<file path="config.mk">
export PLATFORM = sky130hd
export DESIGN_NAME = wb_port_arbiter
export DESIGN_NICKNAME = d
export VERILOG_FILES = /design/src/rtl/wb_port_arbiter.sv
export SDC_FILE = /design/constraint.sdc
export NUM_CORES = 1
export LEC_CHECK = 0
export BUFFER_PORTS_ARGS = -buffer_cell sky130_fd_sc_hd__buf_2
export CAP_MARGIN = 20
export CORE_ASPECT_RATIO = 0.7
export CORE_MARGIN = 10
export CORE_UTILIZATION = 53
export CTS_BUF_LIST = sky130_fd_sc_hd__clkbuf_4
export DETAILED_ROUTE_END_ITERATION = 10
export PLACE_DENSITY = 0.82
export REMOVE_ABC_BUFFERS = 1
export SLEW_MARGIN = 20
export SYNTH_ARGS = -nofsm -noshare
export SYNTH_HDL_FRONTEND = slang
export SYNTH_SLANG_ARGS = --single-unit
</file>
<file path="constraint.sdc">
create_clock -name clk -period 3.3 [get_ports clk]
set_clock_uncertainty 0.05 [all_clocks]
set_input_delay 0.33 -clock clk [delete_from_list [all_inputs] [get_ports clk]]
set_output_delay 0.33 -clock clk [all_outputs]
set_load 0.01 [all_outputs]
</file>
<file path="src/rtl/wb_port_arbiter.sv">
// Register-file write-port arbiter between the in-order write-back stage and the MDU.
// MDU results wait in a small FIFO, drain into idle slots, and force a stall when starved.
module wb_port_arbiter #(
  parameter int unsigned DEPTH        = 2,
  parameter int unsigned STARVE_LIMIT = 4
) (
  input  logic        clk,
  input  logic        rst_n,
  input  logic        RegWriteW_in,
  input  logic [4:0]  RdW_in,
  input  logic [31:0] ResultW_in,
  input  logic        mdu_valid_in,
  input  logic [4:0]  mdu_rd_in,
  input  logic [31:0] mdu_result_in,
  output logic        mdu_ready_out,
  input  logic [4:0]  rs1D_in,
  input  logic [4:0]  rs2D_in,
  output logic        pending_hit_out,
  output logic        stall_out,
  output logic        rf_we_out,
  output logic [4:0]  rf_waddr_out,
  output logic [31:0] rf_wdata_out
);

  localparam int unsigned AW = (DEPTH > 1) ? $clog2(DEPTH) : 1;
  localparam int unsigned CNTW = AW + 1;
  localparam int unsigned SW = $clog2(STARVE_LIMIT + 1);

  logic [4:0]      rd_q   [DEPTH];
  logic [31:0]     data_q [DEPTH];
  logic [DEPTH-1:0] live_q, live_d;
  logic [AW-1:0]   wr_ptr_q, wr_ptr_d;
  logic [AW-1:0]   rd_ptr_q, rd_ptr_d;
  logic [CNTW-1:0] count_q, count_d;
  logic [SW-1:0]   starve_q, starve_d;

  logic fifo_empty;
  logic head_live;
  logic pipe_eff;
  logic stall_c;
  logic pipe_wr;
  logic pop;
  logic push;
  logic ready_c;
  logic hit_c;

  // Port grant: forced drain, then pipeline, then opportunistic drain.
  always_comb begin
    fifo_empty = (count_q == '0);
    head_live  = !fifo_empty && live_q[rd_ptr_q];
    pipe_eff   = RegWriteW_in && (RdW_in != 5'd0);
    stall_c    = rst_n && head_live && (starve_q == SW'(STARVE_LIMIT));
    pipe_wr    = rst_n && pipe_eff && !stall_c;
    // A killed head pops silently even while the pipeline owns the port.
    pop        = rst_n && !fifo_empty && (stall_c || !pipe_eff || !head_live);
    ready_c    = rst_n && (count_q < CNTW'(DEPTH));
    push       = mdu_valid_in && ready_c && (mdu_rd_in != 5'd0);
  end

  always_comb begin
    rf_we_out    = 1'b0;
    rf_waddr_out = 5'd0;
    rf_wdata_out = 32'd0;
    if (pipe_wr) begin
      rf_we_out    = 1'b1;
      rf_waddr_out = RdW_in;
      rf_wdata_out = ResultW_in;
    end else if (pop && head_live) begin
      rf_we_out    = 1'b1;
      rf_waddr_out = rd_q[rd_ptr_q];
      rf_wdata_out = data_q[rd_ptr_q];
    end
  end

  always_comb begin
    hit_c = 1'b0;
    for (int unsigned i = 0; i < DEPTH; i++) begin
      if (live_q[AW'(i)] &&
          (((rs1D_in != 5'd0) && (rd_q[AW'(i)] == rs1D_in)) ||
           ((rs2D_in != 5'd0) && (rd_q[AW'(i)] == rs2D_in)))) begin
        hit_c = 1'b1;
      end
    end
  end

  assign mdu_ready_out   = ready_c;
  assign stall_out       = stall_c;
  assign pending_hit_out = rst_n && hit_c;

  // Next-state: live bits, pointers, occupancy and starvation counter.
  always_comb begin
    live_d   = live_q;
    wr_ptr_d = wr_ptr_q;
    rd_ptr_d = rd_ptr_q;
    count_d  = count_q;
    starve_d = starve_q;

    if (pop) begin
      live_d[rd_ptr_q] = 1'b0;
      rd_ptr_d         = rd_ptr_q + AW'(1);
    end
    if (pipe_wr) begin
      for (int unsigned i = 0; i < DEPTH; i++) begin
        if (rd_q[AW'(i)] == RdW_in) begin
          live_d[AW'(i)] = 1'b0;
        end
      end
    end
    // Applied after the kill: a same-cycle MDU result is the younger write.
    if (push) begin
      live_d[wr_ptr_q] = 1'b1;
      wr_ptr_d         = wr_ptr_q + AW'(1);
    end
    count_d = count_q + CNTW'(push) - CNTW'(pop);

    if (fifo_empty || pop) begin
      starve_d = '0;
    end else if (head_live && pipe_wr && (starve_q < SW'(STARVE_LIMIT))) begin
      starve_d = starve_q + SW'(1);
    end
  end

  always_ff @(posedge clk) begin
    if (!rst_n) begin
      live_q   <= '0;
      wr_ptr_q <= '0;
      rd_ptr_q <= '0;
      count_q  <= '0;
      starve_q <= '0;
    end else begin
      live_q   <= live_d;
      wr_ptr_q <= wr_ptr_d;
      rd_ptr_q <= rd_ptr_d;
      count_q  <= count_d;
      starve_q <= starve_d;
    end
  end

  // Payload storage; validity is carried solely by live_q.
  always_ff @(posedge clk) begin
    if (push) begin
      rd_q[wr_ptr_q]   <= mdu_rd_in;
      data_q[wr_ptr_q] <= mdu_result_in;
    end
  end

endmodule

</file>
### After elaboration in Yosys (flattened, before gate mapping)

Memories as Yosys holds them, arrays and structs flattened. A register that Yosys moved wholly into a read port is not among the register bits.
Index checks and enable logic that the tools add are counted.

| storage, ports and cells | value |
|---|---|
| register bits | 9 |
| RAM bits | 74 |
| output and inout port bits | 41 |
| logic and storage cells | 92 |
| memories | 2 |

Memory list:

| name | words | width | rd ports | clocked after Yosys merged registers in | write ports | RTL line | text |
|---|---|---|---|---|---|---|---|
| data_q | 2 | 32 | 1 | 1 | 1 | 30 | `logic [31:0] data_q [DEPTH];` |
| rd_q | 2 | 5 | 3 | 1 | 1 | 29 | `logic [4:0] rd_q [DEPTH];` |

| operators by class | value |
|---|---|
| add/sub/neg operators | 5 |
| magnitude comparators | 6 |
| equal/unequal tests | 7 |
| mux-type cells | 25 |
| bitwise operators | 4 |
| reduce and logical (&&, ||, !) cells | 38 |

Operator list:

| kind | number |
|---|---|
| 32-bit 2-to-1 mux | 2 |
| 5-bit == test | 6 |
| 1-bit logical AND | 23 |
| 5-bit nonzero test | 4 |
| 1-bit 2-to-1 mux | 16 |
| 5-bit 2-to-1 mux | 2 |
| 2-bit 2-to-1 mux | 3 |
| 1-bit logical OR | 5 |
| 1-bit zero test | 4 |
| 1-bit by 2-bit less-than comparator with 1-bit output (second input constant) | 2 |
| 3-bit by 1-bit adder with 3-bit output (second input constant) | 1 |
| 3-bit == test (second input constant) | 1 |
| 3-bit less-than comparator (second input constant) | 1 |
| 1-bit adder (second input constant) | 2 |
| 2-bit by 1-bit adder with 2-bit output | 1 |
| 2-bit bitwise AND | 1 |
| 1-bit demux with 1-bit select | 2 |
| 1-bit greater-or-equal comparator (second input constant) | 2 |
| 2-bit zero test | 1 |
| 2-bit less-than comparator (second input constant) | 1 |
| 2-bit inverter | 1 |
| 2-bit OR | 1 |
| 2-bit OR reduction | 1 |
| 2-bit by 1-bit subtractor with 2-bit output | 1 |
| 1-bit inverter | 1 |

### Longest topological paths before layout

Gate-level depths: netlist (run 1).

| logic depth | value |
|---|---|
| depth in word-level cells | 13 |
| depth in mapped cells | 11 |
| mapped depth without buffers | 11 |

### Worst setup path before layout (run 1)

No wires, ideal clock.

| timing | value |
|---|---|
| path kind | input port to flip-flop |
| start point | input port rst_n |
| end point | memory data_q[0][0] (enable) |
| library setup time | 0.434 ns |
| arrival time | 2.660 ns |
| data required time | 2.816 ns |
| slack | 0.156 ns |
| stages on the path | 4 |
| buffers on the path | 1 |
| cells stage by stage | clkbuf_1 nor2b_1 o211ai_1 nor2_1 |

| on the way | value |
|---|---|
| longest elaborated chain between the ends | 5 |

RTL lines:

| what | RTL line | text |
|---|---|---|
| from (decl) | 8 | `input logic rst_n,` |
| 1-bit logical AND | 56 | `ready_c = rst_n && (count_q < CNTW'(DEPTH));` |
| net mdu_ready_out | 15 | `output logic mdu_ready_out,` |
| 1-bit logical AND (2 in series) | 57 | `push = mdu_valid_in && ready_c && (mdu_rd_in != 5'd0);` |
| 1-bit 2-to-1 mux | 141 | `if (push) begin` |
| 1-bit 2-to-1 mux (not written as such) | 143 | `data_q[wr_ptr_q] <= mdu_result_in;` |
| to (decl) | 30 |  |

The timed path passes the listed nets, and every way through them passes these cells.

### Final worst setup path (run 1)

| timing | value |
|---|---|
| start point | register starve_q[0] |
| end point | output port rf_wdata_out[5] |

| on the way | value |
|---|---|
| longest elaborated chain between the ends | 8 |
| elaborated cells on any way between the ends | 10 |
| classes of those cells | eq/ne: 1; mux: 2; reduce/logical: 7 |

RTL lines:

| what | RTL line | text |
|---|---|---|
| from (decl) | 35 | `logic [SW-1:0] starve_q, starve_d;` |
| from (signal assigned) | 135 | `starve_q <= starve_d;` |
| 3-bit == test * | 52 | `stall_c = rst_n && head_live && (starve_q == SW'(STARVE_LIMIT));` |
| 1-bit logical AND * | 52 |  |
| 1-bit logical OR (2 in series) | 55 | `pop = rst_n && !fifo_empty && (stall_c \|\| !pipe_eff \|\| !head_live);` |
| 1-bit logical AND | 55 |  |
| 1-bit logical AND | 68 | `end else if (pop && head_live) begin` |
| 32-bit 2-to-1 mux | 68 |  |
| 32-bit 2-to-1 mux * | 64 | `if (pipe_wr) begin` |
| to (decl) | 22 | `output logic [31:0] rf_wdata_out` |

Mark *: on every way between the ends. The rest lies on a longest branch, timed or not.

==> results.sh, run 1 <==
export IMPL_hpwl_um=7120
export IMPL_cts_inserted_buffers=9
export IMPL_synth_area_sq_mm=0.00398
export IMPL_fin_ws_ps=437
export IMPL_htreeDepth=3
export IMPL_p_total_mw=2.40
export IMPL_synth_flop_cell="edfxtp_1"
export IMPL_die_area_sq_mm=0.0114
export IMPL_crit_fanout=21
export IMPL_final_cells=557
export IMPL_gr_total_overflow=0
export IMPL_clk_latency_ps=420
export IMPL_synth_edf_count=74
export IMPL_place_inst=523
export IMPL_reg2reg_from="starve_q[0]"
export IMPL_grt_max_degree=41
export IMPL_power_switching_mw=0.726
export IMPL_hp_class="in -> reg"
export IMPL_cp_cell_sequence="inv_1 > ha_1 > o2111ai_1 > o211ai_2 > nand2_2 > buf_4 > o21ai_0 > buf_2"
export IMPL_postCtsResizedCells=0
export IMPL_p_leak_nw=1.96
export IMPL_antenna_found_initial=1
export IMPL_die_h_um=92.5
export IMPL_maxCapViolations=0
export IMPL_pwr_share_clk=0.213
export IMPL_synthArstFlopShare=0
export IMPL_period_minus_slack_ps=2860
export IMPL_status="completed"
export IMPL_seq_power_share=0.547
export IMPL_wl_um=9710
export IMPL_placed_area_sq_mm=0.00474
export IMPL_vdd_ir_drop_worst_v=0.000343
export IMPL_tightest_slew_ps=578
export IMPL_dr_total_vias=2906
export IMPL_critical_path_class="reg -> out"
export IMPL_setup_tns_ps=0
export IMPL_cp_startpoint="starve_q[0]"
export IMPL_cts_sinks=84
export IMPL_seqCellArea_sq_mm=0.00242
export IMPL_hp_start="mdu_result_in[3]"
export IMPL_avgRoutedWirePerCell_um=17.4
export IMPL_insertedDiodeCount=0
export IMPL_whs_ps=45.8
export IMPL_place_ws_ps=661
export IMPL_grt_first_pass_wirelength_um=14800
export IMPL_cts_tree="done"
export IMPL_ant_nets=0
export IMPL_area_delta_synth_final_pct=26.5
export IMPL_post_cts_buffers=0
export IMPL_multiInputGateArea_sq_mm=0.00147
export IMPL_slew_violations=0
export IMPL_yosysWarnings=0
export IMPL_root_buffer="clkbuf_4"
export IMPL_clock_path_buffers=2
export IMPL_final_nets=546
export IMPL_dr_pass1_iters=4
export IMPL_hold_viol_final=0
export IMPL_seq_area_frac_synth=0.608
export IMPL_drive_gt1_frac=0.383
export IMPL_core_area_sq_mm=0.00729
export IMPL_grt_setup_unrepaired="false"
export IMPL_utilization=0.691
export IMPL_initialDrtViolationCount=148
export IMPL_post_synth_num_cell_types=32
export IMPL_slew_headroom=0.613
export IMPL_avgSynthCellArea_sq_um=13.1
export IMPL_path_clk_slew_ps=130
export IMPL_syn_inst=305
export IMPL_cp_start_kind="flop"
export IMPL_viasPerCell=5.22
export IMPL_p_int_mw=1.67
export IMPL_fin_area_sq_mm=0.00504
export IMPL_routabilityCongestion=0.861
export IMPL_ys_ff_latch=84
export IMPL_finalCritPeriodShare=0.868
export IMPL_p_sw_frac=0.302
export IMPL_setup_viol=0
export IMPL_die_w_um=124
export IMPL_cp_end_kind="output port"
export IMPL_worstPathArrival_ps=2480
export IMPL_crit_slowest_cell="dfxtp_1"
export IMPL_num_io_pins=129
export IMPL_drc=0
export IMPL_num_fill_cells=529
export IMPL_portBuffers=128
export IMPL_grtUsageTotal=0.165
export IMPL_p_comb_frac=0.240
export IMPL_grt_pass1_vias=3014
export IMPL_clock_fmax_ghz=0.349
export IMPL_slowest_delay_ps=390
export IMPL_std_cell_rows=26
export IMPL_initial_core_util=0.546
export IMPL_cts_hold_buf=0
export IMPL_required_ps=2920
export IMPL_power_density_mw_per_mm2=477
## cells by family after synthesis
group,count (synthesis),share of synthesized area
compound gates,50,0.0911
flops,84,0.608
xor+xnor,34,0.0748
buf+inv,18,0.0270
fa+ha+maj,4,0.0126
mux,39,0.0981
simple gates,76,0.0880
## flip-flops by register name (all words and copies together), names as in the netlist, named ones only
register,flops
live_q,2
rd_ptr_q,1
rd_q,10
wr_ptr_q,1
data_q,64
starve_q,3
count_q,2
## worst max-delay path: cells and delay by family, from the launching register on
kind	cells	cell delay, ps
buffers and inverters	3	610
AO/OA/AOI/OAI	3	480
flip-flops	1	390
AND/OR/NAND/NOR	1	380
adder cells (fa/ha/maj)	1	190
## cells in the final DEF (no fill, tap or decap), types with 2 or more instances in the layout
cell type	n
inv_1	5
nor2_1	9
o21ai_0	20
nor2_4	2
nand2b_1	2
xnor2_1	20
ha_1	4
dlygate4sd3_1	18
o21a_1	2
o211ai_1	2
buf_2	128
nand2_1	38
buf_4	3
dfxtp_1	9
buf_12	2
nor3_1	2
clkinv_4	2
edfxtp_1	74
mux2i_1	39
or4_1	3
nor4_1	4
and2_1	5
nand3_1	5
inv_6	2
clkbuf_4	9
xor2_1	14
nor2b_1	2
o21ai_2	20
## cells in the mapped netlist, drive strengths merged, types with 2 or more instances
library cell	count	area (sq um)
nand3	5	25.0
dfxtp	10	200
buf	7	66.3
edfxtp	74	2220
xnor2	20	175
o21ai	40	275
mux2i	39	390
o211ai	3	27.5
and2	5	31.3
inv	5	18.8
xor2	14	123
nand2b	2	12.5
nor2b	2	12.5
nor4	4	25.0
nor3	2	10.0
or4	4	33.8
clkbuf	6	22.5
nand2	39	149
o21a	2	15.0
nor2	12	45.0
ha	4	50.1
## layer usage
layer  part of all wire  wire (um)  global-route usage  up-vias
li1                   -          -                   -     1424
met1               0.42       4060               0.194     1354
met2               0.48       4660               0.272      118
met3              0.093        900              0.0728       10
met4             0.0096         93              0.0416        0
met5                  0          0                   0        -
## power groups by stage
stage | Clock (mW) | Sequential (mW) | Combinational, mW
after detailed placement | 0 | 1.34 | 0.562
final | 0.512 | 1.31 | 0.575
after global routing | 0.589 | 1.32 | 0.633
after CTS | 0.530 | 1.31 | 0.566
after global placement | 0 | 1.34 | 0.536
after floorplan | 0 | 1.36 | 0.335
## path summary, 6_finish.rpt
path,to,slack (ps),cells past startpoint
worst min-delay path,data_q[1][3],50,1
worst min register to register,starve_q[2],490,2
worst max register to register,count_q[1],1020,11
worst max-delay path,rf_wdata_out[5],440,8
## area by class of cell
type,instances,share of cell area
multi-input combinational,203,0.292
clock inverter,7,0.0102
timing repair buffer,151,0.175
inverter,5,0.00373
sequential,84,0.481
clock buffer,9,0.0134
tap,98,0.0243
Power figures use the tool's default switching activity.
==> run 2, diff against run 1 <==
CORE_ASPECT_RATIO = not set   (was 0.7)
==> run 2 against run 1 <==
Compared with the run above:
- hold slack better by 5.7 ps
- routed wire length is 1.9% lower
- register-to-register slack improved by 40 ps
- critical path depth is the same
- non-clock buffer count is 17 lower
- final area shrank 2.6%
- first-iteration DRC count shrank 34%
- clock power rose by 22%
- count of clock-buffer cells in the layout unchanged
- critical path type unchanged
==> results.sh, run 2 (synthesis results as in run 1) <==
export IMPL_slowest_delay_ps=390
export IMPL_antenna_found_initial=0
export IMPL_initial_core_util=0.546
export IMPL_wl_um=9530
export IMPL_layout_commonest_cell="buf_2"
export IMPL_r2r_end="count_q[1]"
export IMPL_maxCapViolations=0
export IMPL_drc=0
export IMPL_grt_max_degree=40
export IMPL_num_io_pins=129
export IMPL_critPathBufInv=3
export IMPL_multiInputGateArea_sq_mm=0.00147
export IMPL_setup_viol=0
export IMPL_cp_cell_sequence="inv_1 > ha_1 > o2111ai_1 > o211ai_2 > nand2_2 > buf_4 > o21ai_0 > buf_2"
export IMPL_path_clk_slew_ps=130
export IMPL_grt_pass1_vias=3148
export IMPL_insertedDiodeCount=0
export IMPL_cp_start_kind="flop"
export IMPL_gr_total_overflow=0
export IMPL_die_w_um=107
export IMPL_hp_class="in -> reg"
export IMPL_reg2reg_slack_ps=1060
export IMPL_seqCellArea_sq_mm=0.00242
export IMPL_min_to="data_q[0][25]"
export IMPL_ant_nets=0
export IMPL_avgRoutedWirePerCell_um=17.7
export IMPL_initialDrtViolationCount=97
export IMPL_worstHoldPathCells=1
export IMPL_setup_tns_ps=0
export IMPL_required_ps=2920
export IMPL_top_regs="data_q x64, rd_q x10, starve_q x3"
export IMPL_std_cell_rows=31
export IMPL_reg2reg_from="starve_q[0]"
export IMPL_p_total_mw=2.50
export IMPL_largest_reg_flops=64
export IMPL_htreeDepth=3
export IMPL_crit_fanout=22
export IMPL_cts_inserted_buffers=9
export IMPL_post_cts_buffers=0
export IMPL_power_density_mw_per_mm2=510
export IMPL_dr_pass1_iters=5
export IMPL_place_ws_ps=611
export IMPL_place_inst=523
export IMPL_grt_first_pass_wirelength_um=14800
export IMPL_grtUsageTotal=0.162
export IMPL_drive_gt1_frac=0.400
export IMPL_largest_register="data_q"
export IMPL_clk_latency_ps=410
export IMPL_status="completed"
export IMPL_rr_worst_depth=11
export IMPL_clock_fmax_ghz=0.354
export IMPL_root_buffer="clkbuf_4"
export IMPL_die_area_sq_mm=0.0114
export IMPL_viasPerCell=5.24
export IMPL_portBuffers=128
export IMPL_area_delta_synth_final_pct=23.2
export IMPL_hp_start="mdu_result_in[25]"
export IMPL_final_nets=529
export IMPL_p_leak_nw=1.91
export IMPL_cp_end_kind="output port"
export IMPL_fin_ws_ps=476
export IMPL_dr_total_vias=2826
export IMPL_period_minus_slack_ps=2820
export IMPL_crit_slowest_cell="buf_4"
export IMPL_core_area_sq_mm=0.00729
export IMPL_die_h_um=107
export IMPL_hpwl_um=7170
export IMPL_cts_sinks=84
export IMPL_cpLargestDelayFamily="buffers and inverters"
export IMPL_hold_viol_final=0
export IMPL_critical_path_class="reg -> out"
export IMPL_clock_path_buffers=2
export IMPL_finalCritPeriodShare=0.856
export IMPL_slew_headroom=0.550
export IMPL_grt_setup_unrepaired="false"
export IMPL_tightest_slew_ps=673
export IMPL_vdd_ir_drop_worst_v=0.000381
export IMPL_slew_violations=0
export IMPL_final_cells=539
export IMPL_cts_tree="done"
export IMPL_final_cell_mix="buf_2 (128), edfxtp_1 (74), mux2i_1 (39)"
export IMPL_worstPathArrival_ps=2440
export IMPL_routabilityCongestion=0.830
export IMPL_num_fill_cells=599
-- run 2: worst register-to-register path, delay by kind of cell (launching register included) --
kind	cells	cell delay [ps]
adders and majority gates	3	650
AOI/OAI and AO/OA	3	610
DFF	1	380
xor gates and xnor gates	2	250
and+or+nand+nor	1	150
buffers and inverters	2	100
-- run 2: cell type report --
type                    instances  share of cell area
flip-flops and latches         84               0.494
multi-input cells             203               0.301
repair buffers                134               0.146
well taps                      99              0.0253
clock inverters                 5              0.0161
clock buffers                   9              0.0138
inverters                       5             0.00383
-- run 2: power by group --
group	switching, mW	leakage (nW)	internal [mW]
sequential	0.0770	0.760	1.24
combinational	0.291	1.07	0.267
clock	0.324	0.0816	0.298
-- run 2: worst max-delay path by stage --
stage	start	endpoint	slack, ps	cells past startpoint
3_3_place_gp	RdW_in[1]	rf_waddr_out[1]	760	7
5_1_grt	starve_q[0]	rf_wdata_out[5]	230	8
6_report	starve_q[0]	rf_waddr_out[1]	480	8
2_1_floorplan	rst_n	data_q[0][0]	400	3
4_1_cts	starve_q[0]	rf_wdata_out[19]	160	9
3_5_place_dp	starve_q[0]	rf_wdata_out[19]	610	9
-- run 2: what timing repair did --
item,4_1_cts,5_1_grt
setup endpoints to repair,0,2
gates resized for setup,0,1
hold buffers,0,0
-- run 2: layer usage --
metal  GRT usage  share of wire  vias to the layer above  routed length [um]
met5           0              0                        -                   0
met4      0.0822          0.029                        0                 276
met3      0.0521          0.064                       23                 609
met2       0.281           0.51                       98                4890
met1       0.174           0.39                     1322                3750
li1            -              -                     1383                   -
-- run 2: through the flow --
step | area (sq um) | util | hold WS, ps
after global routing | 4900 | 0.673 | 6.43
after CTS | 4850 | 0.665 | 27.9
after floorplan | 3890 | - | 379
after detailed placement | 4710 | 0.645 | 468
after global placement | 4710 | 0.645 | 455
final | 4900 | 0.673 | 51.5
==> run 3, diff against run 2 <==
REMOVE_ABC_BUFFERS = not set   (was 1)
==> run 3 against run 2 <==
Compared with the run above:
- sequential power about the same
- combinational power grew 2%
- sequential share of layout area is 2.0 points lower
- critical endpoint is now rf_wdata_out[11]
- register-to-register slack lost 30 ps
- fmax decreased by 2.7%
- largest power group unchanged
- flip-flop and latch count unchanged
- count of clock-buffer cells in the layout is 1 higher
- hold slack got worse by 14 ps
==> results.sh, run 3 (synthesis results as in run 1) <==
export IMPL_grt_first_pass_wirelength_um=14800
export IMPL_grt_max_degree=41
export IMPL_clock_fmax_ghz=0.344
export IMPL_std_cell_rows=31
export IMPL_final_cell_mix="buf_2 (128), edfxtp_1 (74), mux2i_1 (39)"
export IMPL_final_cells=565
export IMPL_dr_pass1_iters=5
export IMPL_drive_gt1_frac=0.384
export IMPL_status="completed"
export IMPL_post_cts_buffers=0
export IMPL_dr_total_vias=2877
export IMPL_place_inst=525
export IMPL_wl_um=9740
export IMPL_ant_nets=0
export IMPL_cts_hold_buf=0
export IMPL_initial_core_util=0.546
export IMPL_p_total_mw=2.49
export IMPL_clk_latency_ps=420
export IMPL_layout_commonest_cell="buf_2"
export IMPL_area_delta_synth_final_pct=28.5
export IMPL_period_minus_slack_ps=2900
export IMPL_clock_path_buffers=2
export IMPL_cts_inserted_buffers=9
export IMPL_whs_ps=37.5
export IMPL_grt_pass1_vias=3023
export IMPL_avgRoutedWirePerCell_um=17.2
export IMPL_antenna_found_initial=2
export IMPL_die_area_sq_mm=0.0114
export IMPL_cp_end_kind="output port"
export IMPL_utilization=0.702
export IMPL_die_w_um=107
export IMPL_setup_tns_ps=0
export IMPL_hp_start="mdu_result_in[14]"
export IMPL_root_buffer="clkbuf_4"
export IMPL_largest_reg_flops=64
export IMPL_worstPathArrival_ps=2520
export IMPL_cts_sinks=84
export IMPL_slew_headroom=0.475
export IMPL_finalCritPeriodShare=0.880
export IMPL_hold_viol_final=0
export IMPL_gr_total_overflow=0
export IMPL_routabilityCongestion=0.837
export IMPL_grt_setup_unrepaired="false"
export IMPL_slew_violations=0
export IMPL_initialDrtViolationCount=92
export IMPL_cts_tree="done"
export IMPL_vdd_ir_drop_worst_v=0.000370
export IMPL_hp_class="in -> reg"
export IMPL_tightest_slew_ps=785
export IMPL_path_clk_slew_ps=140
export IMPL_grtUsageTotal=0.166
export IMPL_hpwl_um=7140
export IMPL_setup_viol=0
export IMPL_die_h_um=107
export IMPL_maxCapViolations=0
export IMPL_required_ps=2920
export IMPL_portBuffers=128
export IMPL_cp_start_kind="flop"
export IMPL_core_area_sq_mm=0.00729
export IMPL_power_density_mw_per_mm2=487
export IMPL_postCtsResizedCells=0
export IMPL_num_io_pins=129
export IMPL_viasPerCell=5.09
export IMPL_crit_fanout=33
export IMPL_htreeDepth=3
export IMPL_reg2reg_from="starve_q[0]"
export IMPL_cp_startpoint="starve_q[0]"
export IMPL_synth_nets=397
export IMPL_largest_register="data_q"
export IMPL_drc=0
export IMPL_final_nets=551
export IMPL_p_leak_nw=2.00
export IMPL_critical_path_class="reg -> out"
export IMPL_top_regs="data_q x64, rd_q x10, starve_q x3"
[run 3: power breakdown]
part / internal, mW / switching [mW] / leakage [nW]
clock: 0.247 / 0.355 / 0.0814
sequential: 1.24 / 0.0773 / 0.760
combinational: 0.281 / 0.288 / 1.16
[run 3: per-stage QoR]
step | instance area (sq um) | worst slack [ps]
2_1_floorplan | 3980 | 156
3_3_place_gp | 4750 | 589
3_5_place_dp | 4750 | 512
4_1_cts | 4890 | 347
5_1_grt | 5120 | 188
6_report | 5120 | 397
[run 3: final cells by class]
| cell class | instances | area (sq um) |
|---|---|---|
| Multi-Input combinational cell | 203 | 1470 |
| Fill cell | 567 | 2180 |
| Sequential cell | 84 | 2420 |
| Antenna cell | 2 | 5.00 |
| Clock buffer | 10 | 75.1 |
| Tap cell | 99 | 124 |
| Timing Repair Buffer | 156 | 931 |
| Clock inverter | 6 | 70.1 |
| Inverter | 5 | 18.8 |
[run 3: final timing paths]
kind	endpoint	slack, ps	depth (start not counted)
max	rf_wdata_out[11]	400	8
min	data_q[0][14]	40	1
max reg2reg	count_q[1]	1030	11
min reg2reg	live_q[0]	490	1
[run 3: metal layers]
layer  share of wire  vias up  global-route usage
met5               0        -                   0
li1                -     1425                   -
met2            0.56       69               0.313
met1            0.36     1372               0.162
met4           0.017        0              0.0580
met3           0.058       11              0.0587
[run 3: critical path, stage by stage (launching register included)]
cell and delay [ps]:
dfxtp_1 400, inv_1 60, ha_1 190, o2111ai_1 130, o211ai_2 180, nand2_2 600
buf_4 300, o21ai_2 80, buf_2 140
